File: src/rtl/mem_bus_pkg.sv
// Shared types and constants for the unified memory-port arbiter.
// Used by mem_bus_arbiter and mem_arb_pick (see MEM_ARB_RR_EN in those files).
package mem_bus_pkg;

    typedef enum logic [1:0] {
        IDLE = 2'b00,
        IBUS = 2'b01,
        DBUS = 2'b10,
        RESP = 2'b11
    } state_e;

    localparam logic [1:0] SZ_WORD = 2'b00;
    localparam logic [1:0] SZ_HALF = 2'b01;
    localparam logic [1:0] SZ_BYTE = 2'b10;

    // Read data returned to a requester whose bus cycle was aborted.
    localparam logic [31:0] TIMEOUT_RDATA = 32'h0000_0000;

endpackage

File: src/rtl/mem_arb_pick.sv
// Grant decision between fetch and data requesters, evaluated only while arb_en is high.
// Default: data priority with a starvation override; `define MEM_ARB_RR_EN for alternating grants.
module mem_arb_pick
    import mem_bus_pkg::*;
#(
    parameter int STARVE_MAX = 4
) (
    input  logic clk,
    input  logic rst,
    input  logic arb_en,
    input  logic i_req,
    input  logic d_req,
    output logic grant_i,
    output logic grant_d
);

`ifdef MEM_ARB_RR_EN
    logic last_grant_i_r;   // 1: fetch was granted last, 0: data (reset value)

    // Grant selection: on contention the requester not granted last wins.
    always_comb begin
        grant_i = 1'b0;
        grant_d = 1'b0;
        if (arb_en && i_req && d_req) begin
            grant_i = ~last_grant_i_r;
            grant_d = last_grant_i_r;
        end else if (arb_en) begin
            grant_i = i_req;
            grant_d = d_req;
        end else begin
            grant_i = 1'b0;
            grant_d = 1'b0;
        end
    end

    // Remember who won the most recent grant.
    always_ff @(posedge clk) begin
        if (rst) begin
            last_grant_i_r <= 1'b0;
        end else if (grant_i) begin
            last_grant_i_r <= 1'b1;
        end else if (grant_d) begin
            last_grant_i_r <= 1'b0;
        end
    end
`else
    localparam int SW = $clog2(STARVE_MAX + 1);
    localparam logic [SW-1:0] STARVE_LIM = SW'(STARVE_MAX);

    logic [SW-1:0] starve_cnt_r;
    logic          force_i_s;

    assign force_i_s = (starve_cnt_r == STARVE_LIM);

    // Grant selection: data wins contention unless fetch has lost STARVE_MAX times in a row.
    always_comb begin
        grant_i = 1'b0;
        grant_d = 1'b0;
        if (arb_en && i_req && d_req) begin
            grant_i = force_i_s;
            grant_d = ~force_i_s;
        end else if (arb_en) begin
            grant_i = i_req;
            grant_d = d_req;
        end else begin
            grant_i = 1'b0;
            grant_d = 1'b0;
        end
    end

    // Count fetch losses; a fetch grant clears the count, which saturates at the limit.
    always_ff @(posedge clk) begin
        if (rst) begin
            starve_cnt_r <= '0;
        end else if (grant_i) begin
            starve_cnt_r <= '0;
        end else if (grant_d && i_req && !force_i_s) begin
            starve_cnt_r <= starve_cnt_r + SW'(1);
        end
    end
`endif

endmodule

File: src/rtl/mem_bus_arbiter.sv
// Shares one external memory port between instruction fetch and data load/store.
// Grant policy lives in mem_arb_pick; `define MEM_ARB_RR_EN selects alternating grants.
module mem_bus_arbiter
    import mem_bus_pkg::*;
#(
    parameter int ADDR_W         = 32,
    parameter int DATA_W         = 32,
    parameter int STARVE_MAX     = 4,
    parameter int TIMEOUT_CYCLES = 64
) (
    input  logic              clk,
    input  logic              rst,
    input  logic              i_req,
    input  logic [ADDR_W-1:0] i_addr,
    output logic [DATA_W-1:0] i_rdata,
    output logic              i_ack,
    input  logic              d_req,
    input  logic              d_we,
    input  logic [1:0]        d_size,
    input  logic [ADDR_W-1:0] d_addr,
    input  logic [DATA_W-1:0] d_wdata,
    output logic [DATA_W-1:0] d_rdata,
    output logic              d_ack,
    output logic              m_req,
    output logic              m_we,
    output logic [1:0]        m_size,
    output logic [ADDR_W-1:0] m_addr,
    output logic [DATA_W-1:0] m_wdata,
    input  logic [DATA_W-1:0] m_rdata,
    input  logic              m_ack_n,
    output logic              err
);

    localparam int              TMO_W     = $clog2(TIMEOUT_CYCLES);
    localparam logic [TMO_W-1:0] TMO_LAST = TMO_W'(TIMEOUT_CYCLES - 1);
    localparam logic [DATA_W-1:0] TMO_DATA = DATA_W'(TIMEOUT_RDATA);

    state_e            state_r, state_nxt_s;
    logic              arb_en_s, grant_i_s, grant_d_s;
    logic              ack_seen_s, tmo_hit_s;
    logic [TMO_W-1:0]  tmo_cnt_r;
    logic              m_req_r, m_we_r, i_ack_r, d_ack_r, err_r;
    logic [1:0]        m_size_r;
    logic [ADDR_W-1:0] m_addr_r;
    logic [DATA_W-1:0] m_wdata_r, i_rdata_r, d_rdata_r;

    assign arb_en_s = (state_r == IDLE);

    mem_arb_pick #(
        .STARVE_MAX(STARVE_MAX)
    ) u_pick (
        .clk    (clk),
        .rst    (rst),
        .arb_en (arb_en_s),
        .i_req  (i_req),
        .d_req  (d_req),
        .grant_i(grant_i_s),
        .grant_d(grant_d_s)
    );

    // Controller state register.
    always_ff @(posedge clk) begin
        if (rst) begin
            state_r <= IDLE;
        end else begin
            state_r <= state_nxt_s;
        end
    end

    // Next state; an ack in the last allowed bus cycle beats the timeout.
    always_comb begin
        state_nxt_s = state_r;
        ack_seen_s  = 1'b0;
        tmo_hit_s   = 1'b0;
        case (state_r)
            IDLE: begin
                if (grant_d_s) begin
                    state_nxt_s = DBUS;
                end else if (grant_i_s) begin
                    state_nxt_s = IBUS;
                end else begin
                    state_nxt_s = IDLE;
                end
            end
            IBUS, DBUS: begin
                if (m_ack_n == 1'b0) begin
                    ack_seen_s  = 1'b1;
                    state_nxt_s = RESP;
                end else if (tmo_cnt_r == TMO_LAST) begin
                    tmo_hit_s   = 1'b1;
                    state_nxt_s = RESP;
                end else begin
                    state_nxt_s = state_r;
                end
            end
            RESP:    state_nxt_s = IDLE;
            default: state_nxt_s = IDLE;
        endcase
    end

    // Bus registers, timeout counter, captured read data and completion pulses.
    always_ff @(posedge clk) begin
        if (rst) begin
            m_req_r   <= 1'b0;
            m_we_r    <= 1'b0;
            m_size_r  <= SZ_WORD;
            m_addr_r  <= '0;
            m_wdata_r <= '0;
            i_rdata_r <= '0;
            d_rdata_r <= '0;
            i_ack_r   <= 1'b0;
            d_ack_r   <= 1'b0;
            err_r     <= 1'b0;
            tmo_cnt_r <= '0;
        end else begin
            i_ack_r <= 1'b0;
            d_ack_r <= 1'b0;
            err_r   <= 1'b0;
            case (state_r)
                IDLE: begin
                    tmo_cnt_r <= '0;
                    if (grant_d_s) begin
                        m_req_r   <= 1'b1;
                        m_we_r    <= d_we;
                        m_size_r  <= d_size;
                        m_addr_r  <= d_addr;
                        m_wdata_r <= d_we ? d_wdata : '0;
                    end else if (grant_i_s) begin
                        m_req_r   <= 1'b1;
                        m_we_r    <= 1'b0;
                        m_size_r  <= SZ_WORD;
                        m_addr_r  <= i_addr;
                        m_wdata_r <= '0;
                    end
                end
                IBUS, DBUS: begin
                    if (ack_seen_s || tmo_hit_s) begin
                        m_req_r   <= 1'b0;
                        tmo_cnt_r <= '0;
                        err_r     <= tmo_hit_s;
                        if (state_r == IBUS) begin
                            i_ack_r   <= 1'b1;
                            i_rdata_r <= ack_seen_s ? m_rdata : TMO_DATA;
                        end else begin
                            d_ack_r   <= 1'b1;
                            // Stores return zero; only a completed load carries bus data.
                            if (tmo_hit_s) begin
                                d_rdata_r <= TMO_DATA;
                            end else if (m_we_r) begin
                                d_rdata_r <= '0;
                            end else begin
                                d_rdata_r <= m_rdata;
                            end
                        end
                    end else begin
                        tmo_cnt_r <= tmo_cnt_r + TMO_W'(1);
                    end
                end
                RESP: begin
                    tmo_cnt_r <= '0;
                end
                default: begin
                    m_req_r <= 1'b0;
                end
            endcase
        end
    end

    assign m_req   = m_req_r;
    assign m_we    = m_we_r;
    assign m_size  = m_size_r;
    assign m_addr  = m_addr_r;
    assign m_wdata = m_wdata_r;
    assign i_rdata = i_rdata_r;
    assign d_rdata = d_rdata_r;
    assign i_ack   = i_ack_r;
    assign d_ack   = d_ack_r;
    assign err     = err_r;

endmodule

File: config.mk
export PLATFORM = sky130hd
export DESIGN_NAME = mem_bus_arbiter
export DESIGN_NICKNAME = d
export VERILOG_FILES = /design/src/rtl/mem_bus_pkg.sv /design/src/rtl/mem_arb_pick.sv /design/src/rtl/mem_bus_arbiter.sv
export SDC_FILE = /design/constraint.sdc
export NUM_CORES = 1
export LEC_CHECK = 0
export ABC_AREA = 1
export BUFFER_PORTS_ARGS = -buffer_cell sky130_fd_sc_hd__buf_2
export CAP_MARGIN = 10
export CORE_MARGIN = 4
export CORE_UTILIZATION = 51
export CTS_CLUSTER_DIAMETER = 50
export DETAILED_ROUTE_END_ITERATION = 8
export PLACE_DENSITY_LB_ADDON = 0.2
export SYNTH_ARGS = -nofsm -noshare
export SYNTH_HDL_FRONTEND = slang
export SYNTH_HIERARCHICAL = 1
export SYNTH_SLANG_ARGS = --single-unit
File: constraint.sdc
create_clock -name clk -period 3.4 [get_ports clk]
set_input_delay 0 -clock clk [delete_from_list [all_inputs] [get_ports clk]]
set_output_delay 0 -clock clk [all_outputs]
set_load 0.02 [all_outputs]
==> summary.txt <==
hold endpoint - m_req$_SDFFE_PP0P_
Peak Freq - 314 MHz
Top Ports - 271
clock skew - 11.0 ps
synth warn - 6
CTS max path bufs - 2
Final min period - 3180 ps
Fill cells - 790
Routed Antenna Nets - 0
share of cells above drive strength 1 - 0.262
Pwr per Cell Area - 791 nW/um^2
Starting Density - 0.527
Post-synth EDFFs - 0
final hold vios - 0
Netlist cell types - 28
Levels on crit path - 11
combinational share of power - 0.425
R2R depth - 11
max incr delay on CP - 670 ps
VDD IR max - 0.545 mV
Worst Hold Depth - 4
Worst slew margin - 0.257
R2R Path Start - state_r[0]$_SDFFE_PP0P_
status - completed
critical path peak fanout - 64
most common cell after layout, fill and taps aside - nand2_1
CP endpoint kind - flip-flop
GP Congestion - 0.837
die area - 13800 sq um
via count - 7160
Area growth, synth to finish - 53.0%
syn_nets - 1000
initial antenna violation count - 0
later-pin clock latency in the skew report - 420 ps
Core Rows - 39
DRT Pass-1 Iters - 6
crit path launch type - flip-flop
die height - 117 um
ys async rst share - 0
worst path cell trace - inv_1 -> ha_1 -> nand2_1 -> inv_2 -> nand2_1 -> inv_1 -> o21ai_2 -> inv_2 -> o21ai_0 -> a31oi_1 -> dlygate4sd3_1
clock transition at the registers of the reported paths - 60 ps
RSZ-0062 raised after global routing - false
Final setup viols - 0
WP data arrival - 3540 ps
detailed-route wire length per cell - 15.2 um
CP delay by family, top - buffers and inverters
number of global-route vias before repair - 7096
area of the mapped netlist - 6100 sq um
hold_sp - m_ack_n
Bufs and invs on worst path - 5
grt total ovfl - 0
global-route wire length before repair - 34.2 mm
Pint - 0.00445 W
largest net degree at the start of global routing - 73
register area share after synthesis - 0.479
TritonCTS clock tree - built
Synth Register Bits - 146
max_cap viols - 0
post-DP HPWL - 11.8 mm
Root Buffer - clkbuf_16
Switching Fraction - 0.397
Clk pwr share - 0.249
WP data required - 3760 ps
total wire length - 21.1 mm
DR iter-0 viols - 650
Worst Hold Class - primary input to flip-flop
Leak - 4.64 nW
Setup TNS - 0 ps
commonest register cell after synthesis - dfxtp_1
H-tree levels - 4
Final Util - 0.807
# diodes - 0
FF-to-FF End - m_addr[31]$_SDFFE_PP0P_
total track usage - 0.301
core area - 11600 sq um
Worst path slowest cell - inv_2
Psw - 0.00293 W
crit share post-route - 0.936
commonest non-fill, non-tap cells in the layout - nand2_1, buf_2, dfxtp_1
WHS - 40.7 ps
CTS buffer count - 17
Seq pwr share - 0.326
clk sinks - 146
Mapped Cells - 857
final net count - 1370
# DRC - 0
Post-CTS Setup Inserts - 0
vias per inst - 5.18
Worst Setup Path Type - flip-flop to flip-flop
FF-to-FF setup slack - 220 ps
fin. max-slew vios - 0
Worst Max-Slew Pin Slew - 1110 ps
port bufs - 270
cts repair resizes - 0
syn_area_per_cell - 7.12 sq um
Die X-Extent - 117 um
## worst max path at each step
stage	start	endpoint	slack (ps)
2_1_floorplan	state_r[0]$_SDFFE_PP0P_	m_addr[23]$_SDFFE_PP0P_	1540
3_5_place_dp	state_r[0]$_SDFFE_PP0P_	d_rdata[2]$_SDFFE_PP0P_	950
5_1_grt	state_r[1]$_SDFFE_PP0P_	m_addr[9]$_SDFFE_PP0P_	10
6_report	state_r[0]$_SDFFE_PP0P_	m_addr[31]$_SDFFE_PP0P_	220
3_3_place_gp	state_r[0]$_SDFFE_PP0P_	d_rdata[0]$_SDFFE_PP0P_	1030
4_1_cts	state_r[0]$_SDFFE_PP0P_	m_addr[8]$_SDFFE_PP0P_	480
## final cells by class
class	count	area (sq um)	share of cell area
clock buffer	29	551	0.0590
timing repair buffer	409	2730	0.292
inverter	62	233	0.0249
sequential	146	2920	0.313
tap	143	179	0.0192
multi-input combinational	591	2680	0.287
clock inverter	3	40.0	0.00429
## cells by family after synthesis
group / count (synthesis) / synth area share
buf+inv: 120 / 0.0819
fa+ha+maj: 7 / 0.0144
flops: 146 / 0.479
compound gates: 168 / 0.147
xor+xnor: 3 / 0.00431
simple gates: 413 / 0.273
## worst reg2reg max path, delay by kind of cell, from the launching register on
kind / cells / cell delay [ps]
fa+ha+maj: 1 / 370
compound gates: 3 / 630
buf+inv: 5 / 1550
simple gates: 2 / 230
flops: 1 / 330
## Yosys cell counts, types with 2 or more instances
master | instances | area (sq um)
buf_6 | 3 | 33.8
inv_1 | 56 | 210
nand2_2 | 3 | 18.8
xor2_1 | 3 | 26.3
nand3_1 | 42 | 210
a21oi_2 | 3 | 26.3
nor2_1 | 79 | 297
buf_1 | 5 | 18.8
nor2_4 | 2 | 22.5
nand2_1 | 279 | 1050
clkbuf_1 | 29 | 109
ha_1 | 7 | 87.6
inv_2 | 5 | 18.8
nor3_1 | 2 | 10.0
dfxtp_1 | 146 | 2920
o21ai_1 | 6 | 30.0
o21ai_0 | 29 | 145
buf_2 | 21 | 105
a31oi_1 | 32 | 200
a21oi_1 | 97 | 485
## power by group through the flow
stage	logic, W	registers, W	clock network, W
after global routing	0.00342	0.00245	0.00194
after detailed placement	0.00267	0.00240	0
final	0.00314	0.00241	0.00184
after global placement	0.00263	0.00241	0
after floorplan	0.00145	0.00287	0
after CTS	0.00302	0.00238	0.00185
## per-layer routing
| layer | GRT usage | wire length [um] | vias to the layer above |
|---|---|---|---|
| li1 | - | - | 3470 |
| met1 | 0.332 | 8040 | 3229 |
| met2 | 0.519 | 10300 | 380 |
| met3 | 0.0924 | 1790 | 81 |
| met4 | 0.161 | 926 | 0 |
| met5 | 0 | 0 | - |
## repair_timing
| item | in CTS | in global routing |
|---|---|---|
| hold buffers | 133 | 0 |
| hold endpoints to repair | 108 | 0 |
| setup endpoints to repair | 0 | 0 |
## registers in the layout, summed over array words and instances, names as in the netlist
register and count:
m_wdata 32, m_req 1, d_rdata 32, i_ack 1, tmo_cnt_r 6, m_we 1, i_rdata 32, state_r 2
m_size 2, err 1, m_addr 32, d_ack 1, u_pick/starve_cnt_r 3
## through the flow
| step | total power, W | cells | worst slack [ps] | area [sq um] |
|---|---|---|---|---|
| after floorplan | 0.00432 | 857 | 1540 | 6100 |
| after global placement | 0.00504 | 1218 | 1030 | 7410 |
| after detailed placement | 0.00507 | 1218 | 954 | 7410 |
| after CTS | 0.00726 | 1383 | 481 | 9330 |
| after global routing | 0.00781 | 1383 | 14.2 | 9330 |
| final | 0.00738 | 1383 | 216 | 9330 |
(Power assumes the default switching activity.)
